**config.mk**
```make
export PLATFORM = sky130hd
export DESIGN_NAME = uart_psram_cmd_flat
export DESIGN_NICKNAME = d
export VERILOG_FILES = /design/src/rtl/uart_psram_cmd_if.sv /design/src/rtl/uart_psram_cmd.sv /design/src/flat_wrapper.sv
export SDC_FILE = /design/constraint.sdc
export NUM_CORES = 1
export LEC_CHECK = 0
export ABC_AREA = 1
export CORE_ASPECT_RATIO = 0.7
export CORE_MARGIN = 2
export CORE_UTILIZATION = 57
export CTS_CLUSTER_SIZE = 10
export DETAILED_ROUTE_END_ITERATION = 16
export PLACE_DENSITY = 0.86
export REMOVE_ABC_BUFFERS = 1
export SLEW_MARGIN = 20
export SYNTH_ARGS = -nofsm -noshare
export SYNTH_HDL_FRONTEND = slang
export SYNTH_SLANG_ARGS = --single-unit
export TNS_END_PERCENT = 100
```
**constraint.sdc**
```tcl
create_clock -name sys_clk -period 5.7 [get_ports sys_clk]
set_input_delay 0.855 -clock sys_clk [delete_from_list [all_inputs] [get_ports sys_clk]]
set_output_delay 0.855 -clock sys_clk [all_outputs]
set_load 0.01 [all_outputs]
```
**src/rtl/uart_psram_cmd_if.sv**
```systemverilog
// Bundle of the UART byte stream, PSRAM request bus and debug probe signals
// shared by the host command decoder and its neighbours.
interface uart_psram_cmd_if;
  logic [7:0]  rx_data;
  logic        rx_valid;
  logic [7:0]  tx_data;
  logic        tx_valid;
  logic        tx_ready;
  logic [1:0]  read_write;
  logic [22:0] address;
  logic [15:0] data_in;
  logic        mem_ack;
  logic        mem_done;
  logic [15:0] data_out;
  logic        err;
  logic        overrun;
  logic [3:0]  process;

  // The command decoder sits on the slave side.
  modport slave (
    input  rx_data, rx_valid, tx_ready, mem_ack, mem_done, data_out,
    output tx_data, tx_valid, read_write, address, data_in, err, overrun, process
  );

  modport master (
    output rx_data, rx_valid, tx_ready, mem_ack, mem_done, data_out,
    input  tx_data, tx_valid, read_write, address, data_in, err, overrun, process
  );
endinterface

```
**src/rtl/uart_psram_cmd.sv**
```systemverilog
// Host command decoder: parses 'W'/'R' frames from the UART RX stream, issues one
// PSRAM access per frame and returns 'K', the read word, or 'E' over UART TX.
module uart_psram_cmd #(
  parameter int TIMEOUT_CYCLES = 2700000
) (
  input  logic           sys_clk,
  input  logic           sys_rst_n,
  uart_psram_cmd_if.slave bus
);

  localparam int CNT_W = $clog2(TIMEOUT_CYCLES);
  localparam logic [CNT_W-1:0] CNT_MAX = CNT_W'(TIMEOUT_CYCLES - 1);

  localparam logic [2:0] ST_IDLE = 3'd0;
  localparam logic [2:0] ST_ADDR = 3'd1;
  localparam logic [2:0] ST_DATA = 3'd2;
  localparam logic [2:0] ST_REQ  = 3'd3;
  localparam logic [2:0] ST_WAIT = 3'd4;
  localparam logic [2:0] ST_RESP = 3'd5;

  localparam logic [7:0] CMD_WRITE = 8'h57;
  localparam logic [7:0] CMD_READ  = 8'h52;
  localparam logic [7:0] RSP_OK    = 8'h4B;
  localparam logic [7:0] RSP_ERR   = 8'h45;

  logic [2:0]       r_state;
  logic [2:0]       w_state_nxt;
  logic [CNT_W-1:0] r_cnt;
  logic [1:0]       r_byte_cnt;
  logic             r_is_write;
  logic [7:0]       r_tx_data;
  logic             r_tx_valid;
  logic [7:0]       r_resp_lo;
  logic             r_resp_two;
  logic [1:0]       r_rw;
  logic [22:0]      r_address;
  logic [15:0]      r_data_in;
  logic             r_err;
  logic             r_overrun;

  logic w_timeout;
  logic w_busy;
  logic w_cmd_ok;
  logic w_tx_fire;
  logic w_shifting;

  assign w_timeout  = (r_cnt == CNT_MAX);
  assign w_busy     = (r_state == ST_REQ) || (r_state == ST_WAIT) || (r_state == ST_RESP);
  assign w_cmd_ok   = (bus.rx_data == CMD_WRITE) || (bus.rx_data == CMD_READ);
  assign w_tx_fire  = r_tx_valid && bus.tx_ready;
  assign w_shifting = (r_state == ST_ADDR) || (r_state == ST_DATA);

  // An arriving byte always beats a timeout that expires in the same cycle.
  always_comb begin
    w_state_nxt = r_state;
    case (r_state)
      ST_IDLE: begin
        if (bus.rx_valid) begin
          w_state_nxt = w_cmd_ok ? ST_ADDR : ST_RESP;
        end
      end
      ST_ADDR: begin
        if (bus.rx_valid) begin
          if (r_byte_cnt == 2'd2) begin
            w_state_nxt = r_is_write ? ST_DATA : ST_REQ;
          end
        end else if (w_timeout) begin
          w_state_nxt = ST_IDLE;
        end
      end
      ST_DATA: begin
        if (bus.rx_valid) begin
          if (r_byte_cnt == 2'd1) begin
            w_state_nxt = ST_REQ;
          end
        end else if (w_timeout) begin
          w_state_nxt = ST_IDLE;
        end
      end
      ST_REQ: begin
        if (bus.mem_ack) begin
          w_state_nxt = ST_WAIT;
        end
      end
      ST_WAIT: begin
        if (bus.mem_done || w_timeout) begin
          w_state_nxt = ST_RESP;
        end
      end
      ST_RESP: begin
        if (w_tx_fire && !r_resp_two) begin
          w_state_nxt = ST_IDLE;
        end
      end
      default: w_state_nxt = ST_IDLE;
    endcase
  end

  // Bytes dropped while busy do not restart the PSRAM completion timer.
  always_ff @(posedge sys_clk or negedge sys_rst_n) begin
    if (!sys_rst_n) begin
      r_state    <= ST_IDLE;
      r_cnt      <= '0;
      r_byte_cnt <= 2'd0;
    end else begin
      r_state <= w_state_nxt;
      if (w_state_nxt != r_state) begin
        r_cnt      <= '0;
        r_byte_cnt <= 2'd0;
      end else begin
        if (w_shifting && bus.rx_valid) begin
          r_cnt      <= '0;
          r_byte_cnt <= r_byte_cnt + 2'd1;
        end else if ((w_shifting || (r_state == ST_WAIT)) && !w_timeout) begin
          r_cnt <= r_cnt + CNT_W'(1);
        end
      end
    end
  end

  always_ff @(posedge sys_clk or negedge sys_rst_n) begin
    if (!sys_rst_n) begin
      r_is_write <= 1'b0;
      r_tx_data  <= 8'h00;
      r_tx_valid <= 1'b0;
      r_resp_lo  <= 8'h00;
      r_resp_two <= 1'b0;
      r_rw       <= 2'b00;
      r_address  <= '0;
      r_data_in  <= '0;
      r_err      <= 1'b0;
      r_overrun  <= 1'b0;
    end else begin
      r_err     <= 1'b0;
      r_overrun <= bus.rx_valid && w_busy;
      case (r_state)
        ST_IDLE: begin
          if (bus.rx_valid) begin
            if (w_cmd_ok) begin
              r_is_write <= (bus.rx_data == CMD_WRITE);
            end else begin
              r_err      <= 1'b1;
              r_tx_data  <= RSP_ERR;
              r_tx_valid <= 1'b1;
              r_resp_two <= 1'b0;
            end
          end
        end
        ST_ADDR: begin
          // Shifting a 23-bit register three times naturally discards A2 bit 7.
          if (bus.rx_valid) begin
            r_address <= {r_address[14:0], bus.rx_data};
            if ((r_byte_cnt == 2'd2) && !r_is_write) begin
              r_rw <= 2'b01;
            end
          end else if (w_timeout) begin
            r_err <= 1'b1;
          end
        end
        ST_DATA: begin
          if (bus.rx_valid) begin
            r_data_in <= {r_data_in[7:0], bus.rx_data};
            if (r_byte_cnt == 2'd1) begin
              r_rw <= 2'b10;
            end
          end else if (w_timeout) begin
            r_err <= 1'b1;
          end
        end
        ST_REQ: begin
          if (bus.mem_ack) begin
            r_rw <= 2'b00;
          end
        end
        ST_WAIT: begin
          if (bus.mem_done) begin
            r_tx_valid <= 1'b1;
            if (r_is_write) begin
              r_tx_data  <= RSP_OK;
              r_resp_two <= 1'b0;
            end else begin
              r_tx_data  <= bus.data_out[15:8];
              r_resp_lo  <= bus.data_out[7:0];
              r_resp_two <= 1'b1;
            end
          end else if (w_timeout) begin
            r_err      <= 1'b1;
            r_tx_data  <= RSP_ERR;
            r_tx_valid <= 1'b1;
            r_resp_two <= 1'b0;
          end
        end
        ST_RESP: begin
          if (w_tx_fire) begin
            if (r_resp_two) begin
              r_tx_data  <= r_resp_lo;
              r_resp_two <= 1'b0;
            end else begin
              r_tx_data  <= 8'h00;
              r_tx_valid <= 1'b0;
            end
          end
        end
        default: begin
          r_tx_valid <= 1'b0;
          r_rw       <= 2'b00;
        end
      endcase
    end
  end

  assign bus.tx_data    = r_tx_data;
  assign bus.tx_valid   = r_tx_valid;
  assign bus.read_write = r_rw;
  assign bus.address    = r_address;
  assign bus.data_in    = r_data_in;
  assign bus.err        = r_err;
  assign bus.overrun    = r_overrun;
  assign bus.process    = {1'b0, r_state};

endmodule

```
**src/flat_wrapper.sv**
```systemverilog
// flat-port wrapper written by rule: the top's interface ports become plain ports
module uart_psram_cmd_flat 
#(
  parameter int TIMEOUT_CYCLES = 2700000
)
  (sys_clk, sys_rst_n, bus_rx_data, bus_rx_valid, bus_tx_ready, bus_mem_ack, bus_mem_done, bus_data_out, bus_tx_data, bus_tx_valid, bus_read_write, bus_address, bus_data_in, bus_err, bus_overrun, bus_process);
  uart_psram_cmd_if bus_i ();
  input  logic sys_clk;
  input  logic sys_rst_n;
  input wire logic [$bits(bus_i.rx_data)-1:0] bus_rx_data;
  input wire logic [$bits(bus_i.rx_valid)-1:0] bus_rx_valid;
  input wire logic [$bits(bus_i.tx_ready)-1:0] bus_tx_ready;
  input wire logic [$bits(bus_i.mem_ack)-1:0] bus_mem_ack;
  input wire logic [$bits(bus_i.mem_done)-1:0] bus_mem_done;
  input wire logic [$bits(bus_i.data_out)-1:0] bus_data_out;
  output wire logic [$bits(bus_i.tx_data)-1:0] bus_tx_data;
  output wire logic [$bits(bus_i.tx_valid)-1:0] bus_tx_valid;
  output wire logic [$bits(bus_i.read_write)-1:0] bus_read_write;
  output wire logic [$bits(bus_i.address)-1:0] bus_address;
  output wire logic [$bits(bus_i.data_in)-1:0] bus_data_in;
  output wire logic [$bits(bus_i.err)-1:0] bus_err;
  output wire logic [$bits(bus_i.overrun)-1:0] bus_overrun;
  output wire logic [$bits(bus_i.process)-1:0] bus_process;
  assign bus_i.rx_data = bus_rx_data;
  assign bus_i.rx_valid = bus_rx_valid;
  assign bus_i.tx_ready = bus_tx_ready;
  assign bus_i.mem_ack = bus_mem_ack;
  assign bus_i.mem_done = bus_mem_done;
  assign bus_i.data_out = bus_data_out;
  assign bus_tx_data = bus_i.tx_data;
  assign bus_tx_valid = bus_i.tx_valid;
  assign bus_read_write = bus_i.read_write;
  assign bus_address = bus_i.address;
  assign bus_data_in = bus_i.data_in;
  assign bus_err = bus_i.err;
  assign bus_overrun = bus_i.overrun;
  assign bus_process = bus_i.process;
  uart_psram_cmd #(.TIMEOUT_CYCLES(TIMEOUT_CYCLES)) u_core (.sys_clk(sys_clk), .sys_rst_n(sys_rst_n), .bus(bus_i));
endmodule
```
==> results of run 1 <==
cell type report:
type,instances,area [sq um],share of cell area (%)
clock inverter,6,98.8,1.71
clock buffer,10,229,3.95
tap,101,126,2.18
multi-input combinational,399,2000,34.5
inverter,71,269,4.64
sequential,89,2230,38.4
timing repair buffer,84,842,14.5
per-layer routing:
metal  part of all wire, %  GRT usage (%)
met1                    45           38.0
met2                    46           43.7
met3                   7.0           6.72
met4                   1.5           7.04
met5                     0              0
per-stage QoR:
step	power [uW]	std cells	hold WS, ns	worst slack, ns
floorplan	1530	559	0.478	3.25
global placement	1970	744	0.455	2.40
detailed placement	2010	744	0.459	2.30
CTS	2670	760	0.476	2.63
global route	2830	760	0.504	2.37
finish	2660	760	0.474	2.60
worst reg2reg max path, delay by kind of cell (launching register included):
family | cells | cell delay [ns]
buffers and inverters | 3 | 0.51
flip-flops | 1 | 0.67
AND/OR/NAND/NOR | 5 | 1.52
AO/OA/AOI/OAI | 1 | 0.14
final timing paths:
path	end	slack [ns]
setup / recovery	u_core.r_cnt[16]	2.60
hold / removal	u_core.bus.data_in[12]	0.47
setup reg to reg	u_core.r_cnt[16]	2.73
hold reg to reg	u_core.bus.data_in[12]	0.47
max in group asynchronous	u_core.bus.tx_valid	4.59
min in group asynchronous	u_core.bus.address[5]	0.57
state kept, by name (all words and copies together) (netlist names), 2 cells and up:
signal and count:
u_core.bus.address 23, u_core.r_resp_lo 8, u_core.bus.data_in 16, u_core.r_state 3
u_core.bus.read_write 2, u_core.bus.tx_data 8, u_core.r_cnt 22, u_core.r_byte_cnt 2
where the power goes:
part | switching [uW] | total (uW) | internal (uW)
Clock | 254 | 645 | 391
Combinational | 654 | 1080 | 428
Sequential | 135 | 935 | 800
synthesized netlist by cell type, types with 2 or more instances:
master	number
xor2_1	4
buf_6	5
ha_1	3
nor2_1	56
inv_1	63
nand4_1	15
nor2_4	6
clkbuf_1	8
inv_2	7
nand3_2	4
nand3_1	14
a21oi_1	22
o21ai_0	49
o22ai_1	7
mux2_2	2
nand2_2	11
nor3_1	11
nor3_2	3
nand2_1	152
nor2_2	19
a22oi_1	2
or2_2	2
o31ai_1	4
dfrtp_1	89
cells by family (layout without fill, tap and decap cells):
kind of cell,after synthesis,count (layout)
fa+ha+maj,3,3
other cells,1,1
flops,89,89
simple gates,299,299
buf+inv,86,171
compound gates,90,90
xor+xnor,4,4
mux,2,2
==> flow_summary.json, run 1 <==
{
  "synth.distinct_cells": 40,
  "r2r_start": "u_core.r_state[0]",
  "startpoint": "bus_rx_valid",
  "antenna_found_initial": 0,
  "overflow": 0,
  "netlist_area_sq_um": 4600,
  "first_global_vias": 3937,
  "synthXorXnorAreaFrac_pct": 0.762,
  "yosysWarnings": 0,
  "crit_cells": 8,
  "setup_viol_count_final": 0,
  "tightest_slew_ns": 0.794,
  "routabilityCongestion": 0.900,
  "synth_top_family_by_area": "simple AND/OR/NAND/NOR gates",
  "yosysSeqAreaShare_pct": 48.5,
  "rsz0062_at_grt": "false",
  "finalHoldViolations": 0,
  "cts.clk_slew.worst_paths_ns": 0.07,
  "path_cells": "clkdlybuf4s50_1 -> inv_2 -> nor2_4 -> inv_2 -> nor2_1 -> o211ai_2 -> nand3_2 -> nor2_1",
  "synth_mux_area_share_pct": 0.490,
  "synth.largest_area_cell": "dfrtp_1",
  "numCtsBuffers": 9,
  "drt_iter0_drc": 477,
  "dp_hpwl_um": 8130,
  "grt_pass1_wl_um": 19200,
  "firstDrtPassIters": 5,
  "crit_arrival_ns": 3.29,
  "insertedDiodeCount": 0,
  "end_kind": "flop",
  "cts_resized": 0,
  "viasPerCell": 5.48,
  "layout-drive-gt1-share_pct": 11.5,
  "slew_viol_final": 0,
  "timing.hold.worst.class": "flop to flop",
  "nFillCells": 588,
  "core_sq_um": 7840,
  "area_growth_pct": 26.1,
  "syn_inst": 574,
  "io_buffers": 84,
  "cpMaxStageDelayCell": "clkdlybuf4s50_1",
  "synth_compound_gate_area_share_pct": 10.8,
  "synth_top_area_share_pct": 48.5,
  "wire_per_inst_um": 15.1,
  "fp-row-count": 27,
  "die_h_um": 79.1,
  "fmax_mhz": 323,
  "max-cap-violations": 0,
  "slew_headroom_pct": 47.1,
  "h-tree-depth": 3,
  "status": "completed",
  "leakagePower_uw": 0.00259,
  "cts_buffer_depth": 2,
  "dr_total_vias": 4162,
  "slowest_delay_ns": 0.58,
  "fin_util_pct": 73.9,
  "layout_commonest_cell": "nand2_1",
  "final_cell_mix": "nand2_1 (152), dfrtp_1 (89), clkdlybuf4s50_1 (83), inv_1 (63), nor2_1 (56)",
  "synth_edf_count": 0,
  "min_period_ns": 3.10,
  "synth_fa_ha_area_share_pct": 0.817,
  "worst-path-max-fanout": 24,
  "design_area_sq_um": 5790,
  "ant_nets": 0,
  "cts_tree": "done",
  "die_w_um": 111,
  "setup-tns-final_ns": 0,
  "power_density_nw_per_um2": 460,
  "startpoint_type": "input port",
  "finalCritPeriodShare_pct": 54.3,
  "critPathKind": "input port to flop",
  "hold_depth": 2,
  "vdd_drop_max_mv": 0.276,
  "min_from": "u_core.bus.data_in[12]",
  "ctsHoldBuffers": 0,
  "yosys.area_share.simple_pct": 30.6,
  "cts-root-buf": "clkbuf_16",
  "place_area_sq_um": 5460,
  "dieArea_sq_um": 8810,
  "skew_ns": 0.00637,
  "start_util_pct": 58.6,
  "critPathRequiredTime_ns": 5.89,
  "avgSynthCellArea_sq_um": 8.01,
  "ios": 86,
  "drc_errors": 0,
  "async_flop_share_pct": 100,
  "critPathTopFamily": "simple AND/OR/NAND/NOR gates",
  "grt_util_all_layers_pct": 27.4,
  "fin_nets": 687,
  "path_buf_inv": 3,
  "clk_latency_ns": 0.34,
  "ys_ff_latch": 89,
  "cts.sinks": 89,
  "synth_area_leaders": "dfrtp_1 (48%), nand2_1 (12%), o21ai_0 (5.3%)",
  "cts_setup_buffers": 0,
  "r2r_cells": 9,
  "synth_flop_cell": "dfrtp_1",
  "wl_um": 11500,
  "grt_max_degree": 90
}
Note: power is estimated with default switching activity, not from simulation.
==> run 2: changes to the inputs <==
--- a/config.mk
+++ b/config.mk
@@ -8,10 +8,10 @@
 export ABC_AREA = 1
 export CORE_ASPECT_RATIO = 0.7
 export CORE_MARGIN = 2
-export CORE_UTILIZATION = 57
+export CORE_UTILIZATION = 53
 export CTS_CLUSTER_SIZE = 10
 export DETAILED_ROUTE_END_ITERATION = 16
-export PLACE_DENSITY = 0.86
+export PLACE_DENSITY = 0.81
 export REMOVE_ABC_BUFFERS = 1
 export SLEW_MARGIN = 20
 export SYNTH_ARGS = -nofsm -noshare
==> constraint.sdc (replaced) <==
create_clock -name sys_clk -period 2.87 [get_ports sys_clk]
set_input_delay 0.4305 -clock sys_clk [delete_from_list [all_inputs] [get_ports sys_clk]]
set_output_delay 0.4305 -clock sys_clk [all_outputs]
set_load 0.01 [all_outputs]
==> run 2 against run 1 <==
Effect of this change: sequential power grew 94%; cell count rose by 3.4%; routed wire length shrank 1.7%; count of clock-buffer cells in the layout unchanged; clock skew increased by 0.0031 ns; largest power group unchanged.
==> flow_summary.json, run 2 (same netlist as run 1, synthesis figures left out) <==
{
  "status": "completed",
  "skew_ns": 0.00948,
  "finalCritPeriodShare_pct": 81.0,
  "crit_arrival_ns": 2.60,
  "startpoint_type": "flop",
  "fp-row-count": 28,
  "final_cell_mix": "nand2_1 (152), dfrtp_1 (89), clkdlybuf4s50_1 (83), inv_1 (63), nor2_1 (56)",
  "vdd_drop_max_mv": 0.590,
  "wire_per_inst_um": 14.4,
  "cts-root-buf": "clkbuf_16",
  "h-tree-depth": 3,
  "layout-drive-gt1-share_pct": 12.5,
  "critPathKind": "flop to flop",
  "viasPerCell": 5.24,
  "drt_iter0_drc": 413,
  "start_util_pct": 54.4,
  "io_buffers": 84,
  "ctsHoldBuffers": 0,
  "layout_commonest_cell": "nand2_1",
  "dieArea_sq_um": 9440,
  "combPwrFrac_pct": 43.2,
  "fin_nets": 694,
  "grt_max_degree": 50,
  "clk_latency_ns": 0.34,
  "die_h_um": 81.9,
  "firstDrtPassIters": 5,
  "min_period_ns": 2.32,
  "timing.hold.worst.class": "input port to asynchronous set/reset pin",
  "clockPowerShare_pct": 22.6,
  "cts_resized": 0,
  "first_global_vias": 3681,
  "place_ws_ns": 0.369,
  "dp_hpwl_um": 8480,
  "wl_um": 11300,
  "cts_setup_buffers": 0,
  "tightest_slew_ns": 0.607,
  "overflow": 0,
  "pwr-share-seq_pct": 34.2,
  "drc_errors": 0,
  "cts.clk_slew.worst_paths_ns": 0.07,
  "setup-tns-final_ns": 0,
  "grt_pass1_wl_um": 18300,
  "grt_util_all_layers_pct": 25.0,
  "slew_viol_final": 0,
  "intPower_uw": 3220,
  "cts.sinks": 89,
  "ant_nets": 0,
  "insertedDiodeCount": 0,
  "fmax_mhz": 430,
  "critPathRequiredTime_ns": 3.15,
  "cts_tree": "done",
  "largest_reg_flops": 23,
  "finalHoldViolations": 0,
  "power_density_nw_per_um2": 901,
  "dr_total_vias": 4122,
  "cts_buffer_depth": 2,
  "worst-path-max-fanout": 14,
  "slew_headroom_pct": 59.4,
  "setup_viol_count_final": 0,
  "power.switching_uw": 2070,
  "die_w_um": 115,
  "end_kind": "flop",
  "antenna_found_initial": 0,
  "setup_ws_ns": 0.545,
  "ios": 86,
  "leakagePower_uw": 0.00261,
  "rsz0062_at_grt": "false",
  "routabilityCongestion": 0.915,
  "numCtsBuffers": 9,
  "area_growth_pct": 27.6,
  "max-cap-violations": 0,
  "power.share.switching_pct": 39.2,
  "core_sq_um": 8440
}
## run 2: cell count changes in the layout (fill, tap and decap cells not counted)
cell        delta
buf_6          -1
inv_8          -1
buf_12         +2
bufinv_16      -1
inv_6          +2
clkinvlp_4     +1
clkinv_4       -1
buf_4          +6
## run 2: power by group through the flow
stage	clock, uW	combinational, uW	sequential (uW)
after floorplan	0	1110	1930
after global placement	0	2230	1810
after detailed placement	0	2280	1830
after CTS	1210	2290	1810
after global routing	1270	2520	1840
final	1200	2280	1810
## run 2: final timing paths
kind                                        from                     to  slack (ns)  cells after the start
setup / recovery                 u_core.r_cnt[0]        u_core.r_cnt[6]        0.55                     14
hold / removal                         sys_rst_n  u_core.bus.address[5]        0.06                      1
setup reg to reg                 u_core.r_cnt[0]        u_core.r_cnt[6]        0.55                     14
hold reg to reg            u_core.bus.data_in[9]  u_core.bus.data_in[9]        0.47                      2
max in group asynchronous              sys_rst_n       u_core.r_cnt[17]        2.16                      2
min in group sys_clk       u_core.bus.data_in[9]  u_core.bus.data_in[9]        0.47                      2
## run 2: layout make-up
type	instances	area, sq um
Fill cell	677	2580
Sequential cell	89	2230
Multi-Input combinational cell	399	2000
Timing Repair Buffer	91	916
Inverter	71	269
Clock buffer	10	229
Tap cell	120	150
Clock inverter	6	73.8
## run 2: critical path, stage by stage (launching register included)
cell and delay [ns]:
dfrtp_1 0.39, ha_1 0.32, nand2_2 0.12, nor2_4 0.13, nand3_2 0.10, nor2_4 0.12
nand2_2 0.09, nand2_2 0.10, nand2_2 0.07, nand3_2 0.07, nand2_1 0.06, nand2_2 0.08
nand3_2 0.25, buf_12 0.26, nor2_2 0.08
## run 2: per-layer routing
| layer | GRT usage, % | vias up | wire length [um] |
|---|---|---|---|
| met1 | 38.2 | 1938 | 5670 |
| met2 | 36.4 | 164 | 4810 |
| met3 | 4.72 | 15 | 708 |
| met4 | 6.63 | 0 | 132 |
| li1 | - | 2005 | - |
| met5 | 0 | - | 0 |
## run 2: per-stage QoR
| step | utilization [%] | hold WS [ns] | power, uW | area (sq um) | std cells |
|---|---|---|---|---|---|
| finish | 69.5 | 0.0581 | 5290 | 5870 | 786 |
| global route | 69.5 | 0.0938 | 5630 | 5870 | 786 |
| CTS | 69.5 | 0.0747 | 5310 | 5870 | 786 |
| detailed placement | 65.9 | 0.440 | 4110 | 5560 | 770 |
| global placement | 65.9 | 0.438 | 4040 | 5560 | 770 |
| floorplan | - | 0.135 | 3040 | 4500 | 559 |
